`src/rtl/lsu.sv`:
```
// Load/store unit: turns a load or store into one registered req/gnt/rvalid
// data-bus transaction, stalls the core meanwhile and formats load data.
module lsu #(
  parameter int unsigned TIMEOUT_CYCLES = 255,
  parameter int unsigned OP_INFO_WIDTH  = 8,
  parameter int unsigned OP_LOAD        = 0,
  parameter int unsigned OP_STORE       = 1,
  localparam int unsigned XLEN          = 32
) (
  input  logic                     clk_i,
  input  logic                     rst_i,
  input  logic                     valid_i,
  input  logic [OP_INFO_WIDTH-1:0] opcode_info_i,
  input  logic [2:0]               funct3_i,
  input  logic [XLEN-1:0]          addr_i,
  input  logic [XLEN-1:0]          store_data_i,
  output logic                     stall_o,
  output logic [XLEN-1:0]          mem_rd_wdata_o,
  output logic                     misalign_o,
  output logic                     bus_err_o,
  output logic                     dbus_req_o,
  output logic                     dbus_we_o,
  output logic [XLEN-1:0]          dbus_addr_o,
  output logic [3:0]               dbus_be_o,
  output logic [XLEN-1:0]          dbus_wdata_o,
  input  logic                     dbus_gnt_i,
  input  logic                     dbus_rvalid_i,
  input  logic [XLEN-1:0]          dbus_rdata_i
);

  localparam int unsigned CNT_W   = (TIMEOUT_CYCLES > 1) ? $clog2(TIMEOUT_CYCLES + 1) : 1;
  localparam int unsigned TO_LAST = (TIMEOUT_CYCLES == 0) ? 0 : TIMEOUT_CYCLES - 1;

  typedef enum logic [1:0] {ST_IDLE, ST_REQ, ST_WAIT, ST_DONE} state_e;

  state_e            state_q, state_d;
  logic              is_load, is_store, mem_op, misalign, accept;
  logic              timeout_hit, abort;
  logic [1:0]        size;
  logic [3:0]        be_c;
  logic [XLEN-1:0]   wdata_c;
  logic [CNT_W-1:0]  cnt_q;
  logic [XLEN-1:0]   rdata_q;
  logic              load_q, uns_q;
  logic [1:0]        size_q, lane_q;
  logic [7:0]        ld_byte;
  logic [15:0]       ld_half;
  logic              unused_op_bits;

  assign unused_op_bits = ^opcode_info_i;

  // Access decode: size 00 byte, 01 half, 1x word (undefined encodings act as word)
  assign is_load  = opcode_info_i[OP_LOAD];
  assign is_store = opcode_info_i[OP_STORE];
  assign mem_op   = valid_i & (is_load | is_store);
  assign size     = funct3_i[1] ? 2'b10 : funct3_i[1:0];
  assign misalign = ((size == 2'b01) & addr_i[0]) | ((size == 2'b10) & (|addr_i[1:0]));
  assign accept   = (state_q == ST_IDLE) & mem_op & ~misalign;

  always_comb begin
    be_c    = 4'b1111;
    wdata_c = store_data_i;
    case (size)
      2'b00: begin
        be_c    = 4'b0001 << addr_i[1:0];
        wdata_c = {4{store_data_i[7:0]}};
      end
      2'b01: begin
        be_c    = addr_i[1] ? 4'b1100 : 4'b0011;
        wdata_c = {2{store_data_i[15:0]}};
      end
      default: ;
    endcase
  end

  // A response arriving in the timeout cycle still completes normally
  assign timeout_hit = (TIMEOUT_CYCLES != 0) && (cnt_q == CNT_W'(TO_LAST)) &&
                       ((state_q == ST_REQ) || (state_q == ST_WAIT));
  assign abort       = timeout_hit & ~((state_q == ST_WAIT) & dbus_rvalid_i);

  always_ff @(posedge clk_i or posedge rst_i) begin
    if (rst_i) state_q <= ST_IDLE;
    else       state_q <= state_d;
  end

  always_comb begin
    state_d = state_q;
    case (state_q)
      ST_IDLE: if (accept) state_d = ST_REQ;
      ST_REQ: begin
        if (timeout_hit)     state_d = ST_DONE;
        else if (dbus_gnt_i) state_d = ST_WAIT;
      end
      ST_WAIT: if (dbus_rvalid_i || timeout_hit) state_d = ST_DONE;
      default: state_d = ST_IDLE;
    endcase
  end

  // Bus-side registers and the captured access attributes
  always_ff @(posedge clk_i or posedge rst_i) begin
    if (rst_i) begin
      dbus_req_o   <= 1'b0;
      dbus_we_o    <= 1'b0;
      dbus_addr_o  <= '0;
      dbus_be_o    <= '0;
      dbus_wdata_o <= '0;
      bus_err_o    <= 1'b0;
      cnt_q        <= '0;
      rdata_q      <= '0;
      load_q       <= 1'b0;
      uns_q        <= 1'b0;
      size_q       <= 2'b00;
      lane_q       <= 2'b00;
    end else begin
      dbus_req_o <= (state_d == ST_REQ);
      bus_err_o  <= abort;
      if (accept) begin
        dbus_we_o    <= ~is_load;
        dbus_addr_o  <= {addr_i[XLEN-1:2], 2'b00};
        dbus_be_o    <= be_c;
        dbus_wdata_o <= wdata_c;
        load_q       <= is_load;
        uns_q        <= funct3_i[2];
        size_q       <= size;
        lane_q       <= addr_i[1:0];
        cnt_q        <= '0;
      end else if ((state_q == ST_REQ) || (state_q == ST_WAIT)) begin
        cnt_q <= cnt_q + CNT_W'(1);
      end
      if (abort)
        rdata_q <= '0;
      else if ((state_q == ST_WAIT) && dbus_rvalid_i && load_q)
        rdata_q <= dbus_rdata_i;
    end
  end

  always_comb begin
    stall_o        = 1'b0;
    misalign_o     = 1'b0;
    mem_rd_wdata_o = '0;
    ld_byte        = 8'(rdata_q >> {lane_q, 3'b000});
    ld_half        = lane_q[1] ? rdata_q[31:16] : rdata_q[15:0];
    case (state_q)
      ST_IDLE: begin
        stall_o    = mem_op & ~misalign;
        misalign_o = mem_op & misalign;
      end
      ST_REQ, ST_WAIT: stall_o = 1'b1;
      default: ;
    endcase
    if (load_q) begin
      case (size_q)
        2'b00:   mem_rd_wdata_o = {{24{~uns_q & ld_byte[7]}}, ld_byte};
        2'b01:   mem_rd_wdata_o = {{16{~uns_q & ld_half[15]}}, ld_half};
        default: mem_rd_wdata_o = rdata_q;
      endcase
    end
  end

endmodule

```
`config.mk`:
```
export PLATFORM = sky130hd
export DESIGN_NAME = lsu
export DESIGN_NICKNAME = d
export VERILOG_FILES = /design/src/rtl/lsu.sv
export SDC_FILE = /design/constraint.sdc
export NUM_CORES = 1
export LEC_CHECK = 0
export CORE_UTILIZATION = 40
export DETAILED_ROUTE_END_ITERATION = 12
export PLACE_DENSITY = 0.75
export SLEW_MARGIN = 40
export SYNTH_ARGS = -nofsm -noshare
export SYNTH_HDL_FRONTEND = slang
export SYNTH_SLANG_ARGS = --single-unit
```
`constraint.sdc`:
```
create_clock -name clk_i -period 3.3 [get_ports clk_i]
set_clock_uncertainty 0.1 [all_clocks]
set_input_delay 0.33 -clock clk_i [delete_from_list [all_inputs] [get_ports clk_i]]
set_output_delay 0.33 -clock clk_i [all_outputs]
set_load 0.01 [all_outputs]
```
-- Yosys cells after proc, flatten, opt, wreduce, memory -nomap -nowiden
Index checks and enable logic that the tools add are counted.
- output and inout port bits: 105
- bits of input ports: 112
- register bits after elaboration: 117
- reduce and logical (&&, ||, !) cells: 12
- multiplexer cells: 18
- shift-type cells: 2
- equality and inequality tests: 7
- add/subtract/negate cells: 1
- bitwise gates (word level): 17
- operators with widths (cell ; number):
    32-bit one-hot mux with 2 select lines ; 2
    32-bit two-way mux ; 3
    32-bit by 5-bit right shift with 8-bit output ; 1
    16-bit two-way mux ; 1
    8-bit two-way mux ; 2
    1-bit bitwise AND ; 11
    2-bit two-way mux ; 5
    8-bit by 1-bit adder with 8-bit output, second input constant ; 1
    2-bit by 1-bit equality test with 1-bit output, second input constant ; 4
    8-bit equality test, second input constant ; 1
    4-bit one-hot mux with 2 select lines ; 1
    2-bit logical NOT ; 3
    2-bit one-hot mux with 3 select lines ; 1
    2-bit equality test, second input constant ; 2
    4-bit two-way mux ; 1
    1-bit inverter ; 4
    2-bit nonzero test ; 2
    2-bit OR reduction ; 2
    1-bit by 2-bit left shift with 4-bit output, first input constant ; 1
    1-bit logical AND ; 3
    1-bit logical OR ; 2
    1-bit OR ; 2
    1-bit one-hot mux with 2 select lines ; 1
    1-bit two-way mux ; 1

-- Depth between registers and ports, before layout
- word-level depth: 9
- depth in mapped cells: 9

-- Worst setup path after synthesis
OpenSTA, ideal clock, no wires.
- kind: reg2out
- from: register state_q[0]
- to: output stall_o
- arrival time: 1732 ps
- cell stages (with the launch flop): 9
- slack: 1138 ps
- data required time: 2870 ps
- path through: dfrtp_1 > inv_1 > ha_1 > o211ai_1 > clkbuf_1 > a21oi_2 > clkbuf_1 > nor2_1 > nor2_1
- word-level cells in the longest chain between the ends: 3
- elaborated cells on any way between the ends: 5
- classes of those cells: eq/ne: 2; mux: 1; reduce/logical: 2
- RTL lines (what ; RTL line ; source):
    start, declared ; 36 ; state_e state_q, state_d;
    start signal, assigned ; 83 ; else state_q <= state_d;
    2-bit by 1-bit equality test with 1-bit output / 2-bit equality test (equally long branches) ; 143 ; case (state_q)
    2-bit OR reduction ; 143 ;
    1-bit one-hot mux with 2 select lines (*) ; 143 ;
    end, declared ; 17 ; output logic stall_o,
Mark *: on every way between the ends. The rest lies on a longest branch, timed or not.

-- Worst setup path after layout
- from: register size_q[0]
- to: output mem_rd_wdata_o[6]
- word-level cells in the longest chain between the ends: 3
- elaborated cells on any way between the ends: 4
- classes of those cells: eq/ne: 1; mux: 2; reduce/logical: 1
- RTL lines (what ; RTL line ; source):
    start, declared ; 45 ; logic [1:0] size_q, lane_q;
    start signal, assigned ; 124 ; size_q <= size;
    2-bit by 1-bit equality test with 1-bit output / 2-bit logical NOT (equally long branches) ; 152 ; case (size_q)
    32-bit one-hot mux with 2 select lines (*) ; 152 ;
    32-bit two-way mux (*) ; 151 ; if (load_q) begin
    end, declared ; 18 ; output logic [XLEN-1:0] mem_rd_wdata_o,
Marks and branches as above.

==> impl_results.md <==
* Final GP Congestion at between 0.8 and 0.9
* Starting density of the core at 0.413
* Seq/Total Area, Yosys at 0.531
* Post-Synth Adder-Cell Area at 0.0159
* Detailed-route DRC error count at 0
* Max clock buf depth at 2
* Complex-gate fraction of the synthesized area at 0.172
* Worst min path class: in2async
* Slew margin rel. at 0.544
* RSZ-0062 raised after global routing: false
* Maximum fanout along the worst path at 13
* Initial DRC Count at approximately 360
* Leak at between 3 and 4 nW
* Met2 wire length at ~8000 um
* Syn-to-layout area delta at 52.1%
* CTS root buf: clkbuf_16
* Final Hold Fails at 0
* Share of cells above drive strength 1 at 0.0758
* Required @ worst endpoint at ~2.9 ns
* Slew Viols, Final at 0
* Post-CTS Setup Bufs at 0
* Critical Path End Type: output port
* Clock slew seen by the registers of the worst setup and hold paths at about 0.060 ns
* Flops & latches, synth at between 100 and 150
* Met3 wire len at about 1900 um
* Pin count of the biggest net entering global routing at 99
* Final #Nets at approximately 900
* Fin util at 0.628
* Top_reg_cell synth: dfrtp_1
* GRT Resource Usage Total at 0.240
* Avg WL per Cell at about 17 um
* Final Cycle Share at 0.940
* Final Critical Period at between 3 and 4 ns
* Number of buffers added on ports at 208
* Pwr Density at 943 nW/um2
* Clk sinks at around 120
* Status: finished clean
* CTS H-tree lvls at 4
* Post-synthesis cell area at between 5000 and 6000 um2
* Largest family of logic cells by synthesized area: simple AND/OR/NAND/NOR gates
* Grt total ovfl at 0
* Avg Vias per Cell at ~5.2
* Via Count at between 5,000 and 6,000
* Critical path's slowest cell: dfrtp_1
* Antenna cell count at 0
* Post-synth EDFFs at 0
* Die H at roughly 120 um
* Vias in the first global route at 5,023
* Mapped Avg Cell Area at around 9.4 um2
* Total Negative Setup Slacks at 0 ns
* Yosys warnings at 0
* DRT Wirelength at approximately 17,000 um
* Worst vdd ir at ~620 uV
* Crit path cell chain: nor2b_1 > o21ai_1 > a222oi_1 > nor2b_1 > clkdlybuf4s50_1
* Pwr Total at a little under 8 mW
* Hold slack at ~0.19 ns
* Most frequent cells in the layout: clkdlybuf4s50_1 (208), nand2_1 (182), dfrtp_1 (117)
* Die area at approximately 14,000 um2
* Post-synthesis mux area share at 0.0533
* Post-synthesis xor/xnor area fraction at 0.00953
* Global-route wire length before repair at 26,400 um
* Synth top area share at 0.531
* Max_cap viols at 0
* Crit-path max cell delay at between 0.6 and 0.7 ns
* # IOs at approximately 220
* Setup-failing EPs final at 0
* Crit start category: register
* Core area at 13,300 um2
* Router iterations before antenna repair at 7
* Uppermost layer routed: met4
* Post-CTS sizing at 0
* Most frequent CP cell: nor2b_1
* Initial antenna violation count at 0
* Leading area contributor after synthesis: dfrtp_1
* Commonest non-fill, non-tap cell in the layout: clkdlybuf4s50_1
* DRT antenna net count at 0
* Crit path DAT at around 2.7 ns
* Max Clk Rate at 322 MHz
* CTS buffer count at 17
* Placed cell count at 936
* Post-cts hold buffer count at 0
* Mapped Cells at just under 600
* Async S/R FF share, synth at 1.00
* Worst-Margin Slew at 0.684 ns
* Post-synthesis simple-gate area fraction at 0.176
* Netlist cell types at 46
* Final cell count without fillers at ~970
* Die X at between 100 and 150 um
* Top area cells in the synthesized netlist: dfrtp_1 (53%), nand2_1 (12%), a22o_1 (5.1%)
* Rows at 42
* CTS tree: done
* Detail Placement HPWL at 11,600 um
* WL met1 at 6530 um
* Worst setup path class: reg2out
* Worst skew pair latency at about 0.41 ns
[report_power, final]
part           leakage [nW]  internal (mW)  switching, mW
sequential             1.46           2.09          0.505
combinational          2.13           1.79           1.53
clock                 0.316           1.35          0.647
[area by class of cell]
class,instances,area (um2)
fill,1067,4960
tap,176,220
clock buffer,21,480
multi-input combinational,418,2370
clock inverter,11,171
inverter,6,26.3
timing repair buffer,219,2190
sequential,117,2930
[state kept, by name (all words and copies together), names as in the netlist]
name	flops
dbus_be_o	4
load_q	1
lane_q	2
dbus_addr_o	30
dbus_we_o	1
rdata_q	32
cnt_q	8
bus_err_o	1
uns_q	1
size_q	2
state_q	2
dbus_req_o	1
dbus_wdata_o	32
[logic make-up (layout without fill, tap and decap cells)]
logic type / Yosys count / in the layout
buffers and inverters: 51 / 257
adders and majority gates: 7 / 7
xor gates and xnor gates: 6 / 6
muxes: 27 / 27
other: 1 / 2
AOI/OAI and AO/OA: 135 / 135
DFF: 117 / 117
and+or+nand+nor: 241 / 241
[layer usage]
layer | track usage | vias to the layer above
met5 | 0 | -
met3 | 0.112 | 21
met2 | 0.394 | 267
li1 | - | 2389
met4 | 0.0734 | 0
met1 | 0.278 | 2387
[synthesized netlist by cell type (2+ instances only)]
cell,number
inv_1,6
xor2_1,4
clkbuf_1,27
o22ai_1,2
a221o_1,3
nand2_1,182
ha_1,7
a211o_1,2
mux2_2,9
mux2i_1,17
and3_1,2
dfrtp_1,117
a21oi_1,19
buf_2,12
nand2b_1,2
a31oi_1,9
nor2b_1,9
nor3_1,2
and2_1,2
o21ai_0,32
a21o_1,18
nor2_1,32
nand4_1,4
o31ai_1,3
or3_1,2
a22o_1,32
a222oi_1,7
xnor2_1,2
buf_4,3
[path summary, 6_finish.rpt]
path,cells past startpoint,startpoint,to,slack (ns)
setup / recovery,5,size_q[0]$_DFFE_PP0P_,mem_rd_wdata_o[6],0.20
hold / removal,2,rst_i,dbus_wdata_o[30]$_DFFE_PP0P_,0.19
setup reg to reg,7,state_q[0]$_DFF_PP0_,dbus_wdata_o[15]$_DFFE_PP0P_,1.13
hold reg to reg,2,dbus_addr_o[15]$_DFFE_PP0P_,dbus_addr_o[15]$_DFFE_PP0P_,0.37
max in group asynchronous,3,rst_i,rdata_q[30]$_DFFE_PP0P_,2.04
min in group clk_i,3,addr_i[29],dbus_addr_o[29]$_DFFE_PP0P_,0.35
[per-stage QoR]
stage          worst slack [ns]  area [um2]
4_1_cts                   0.280        8390
5_1_grt                  0.0981        8390
6_report                  0.198        8390
3_5_place_dp              0.725        7740
2_1_floorplan              1.14        5520
3_3_place_gp              0.588        7730
[worst max-delay path: cells and delay by family, from the launching register on]
kind	cells	cell delay, ns
compound gates	2	0.74
simple gates	2	0.34
flops	1	0.65
buf+inv	1	0.55
No activity file was read; power rests on OpenSTA's default activity.
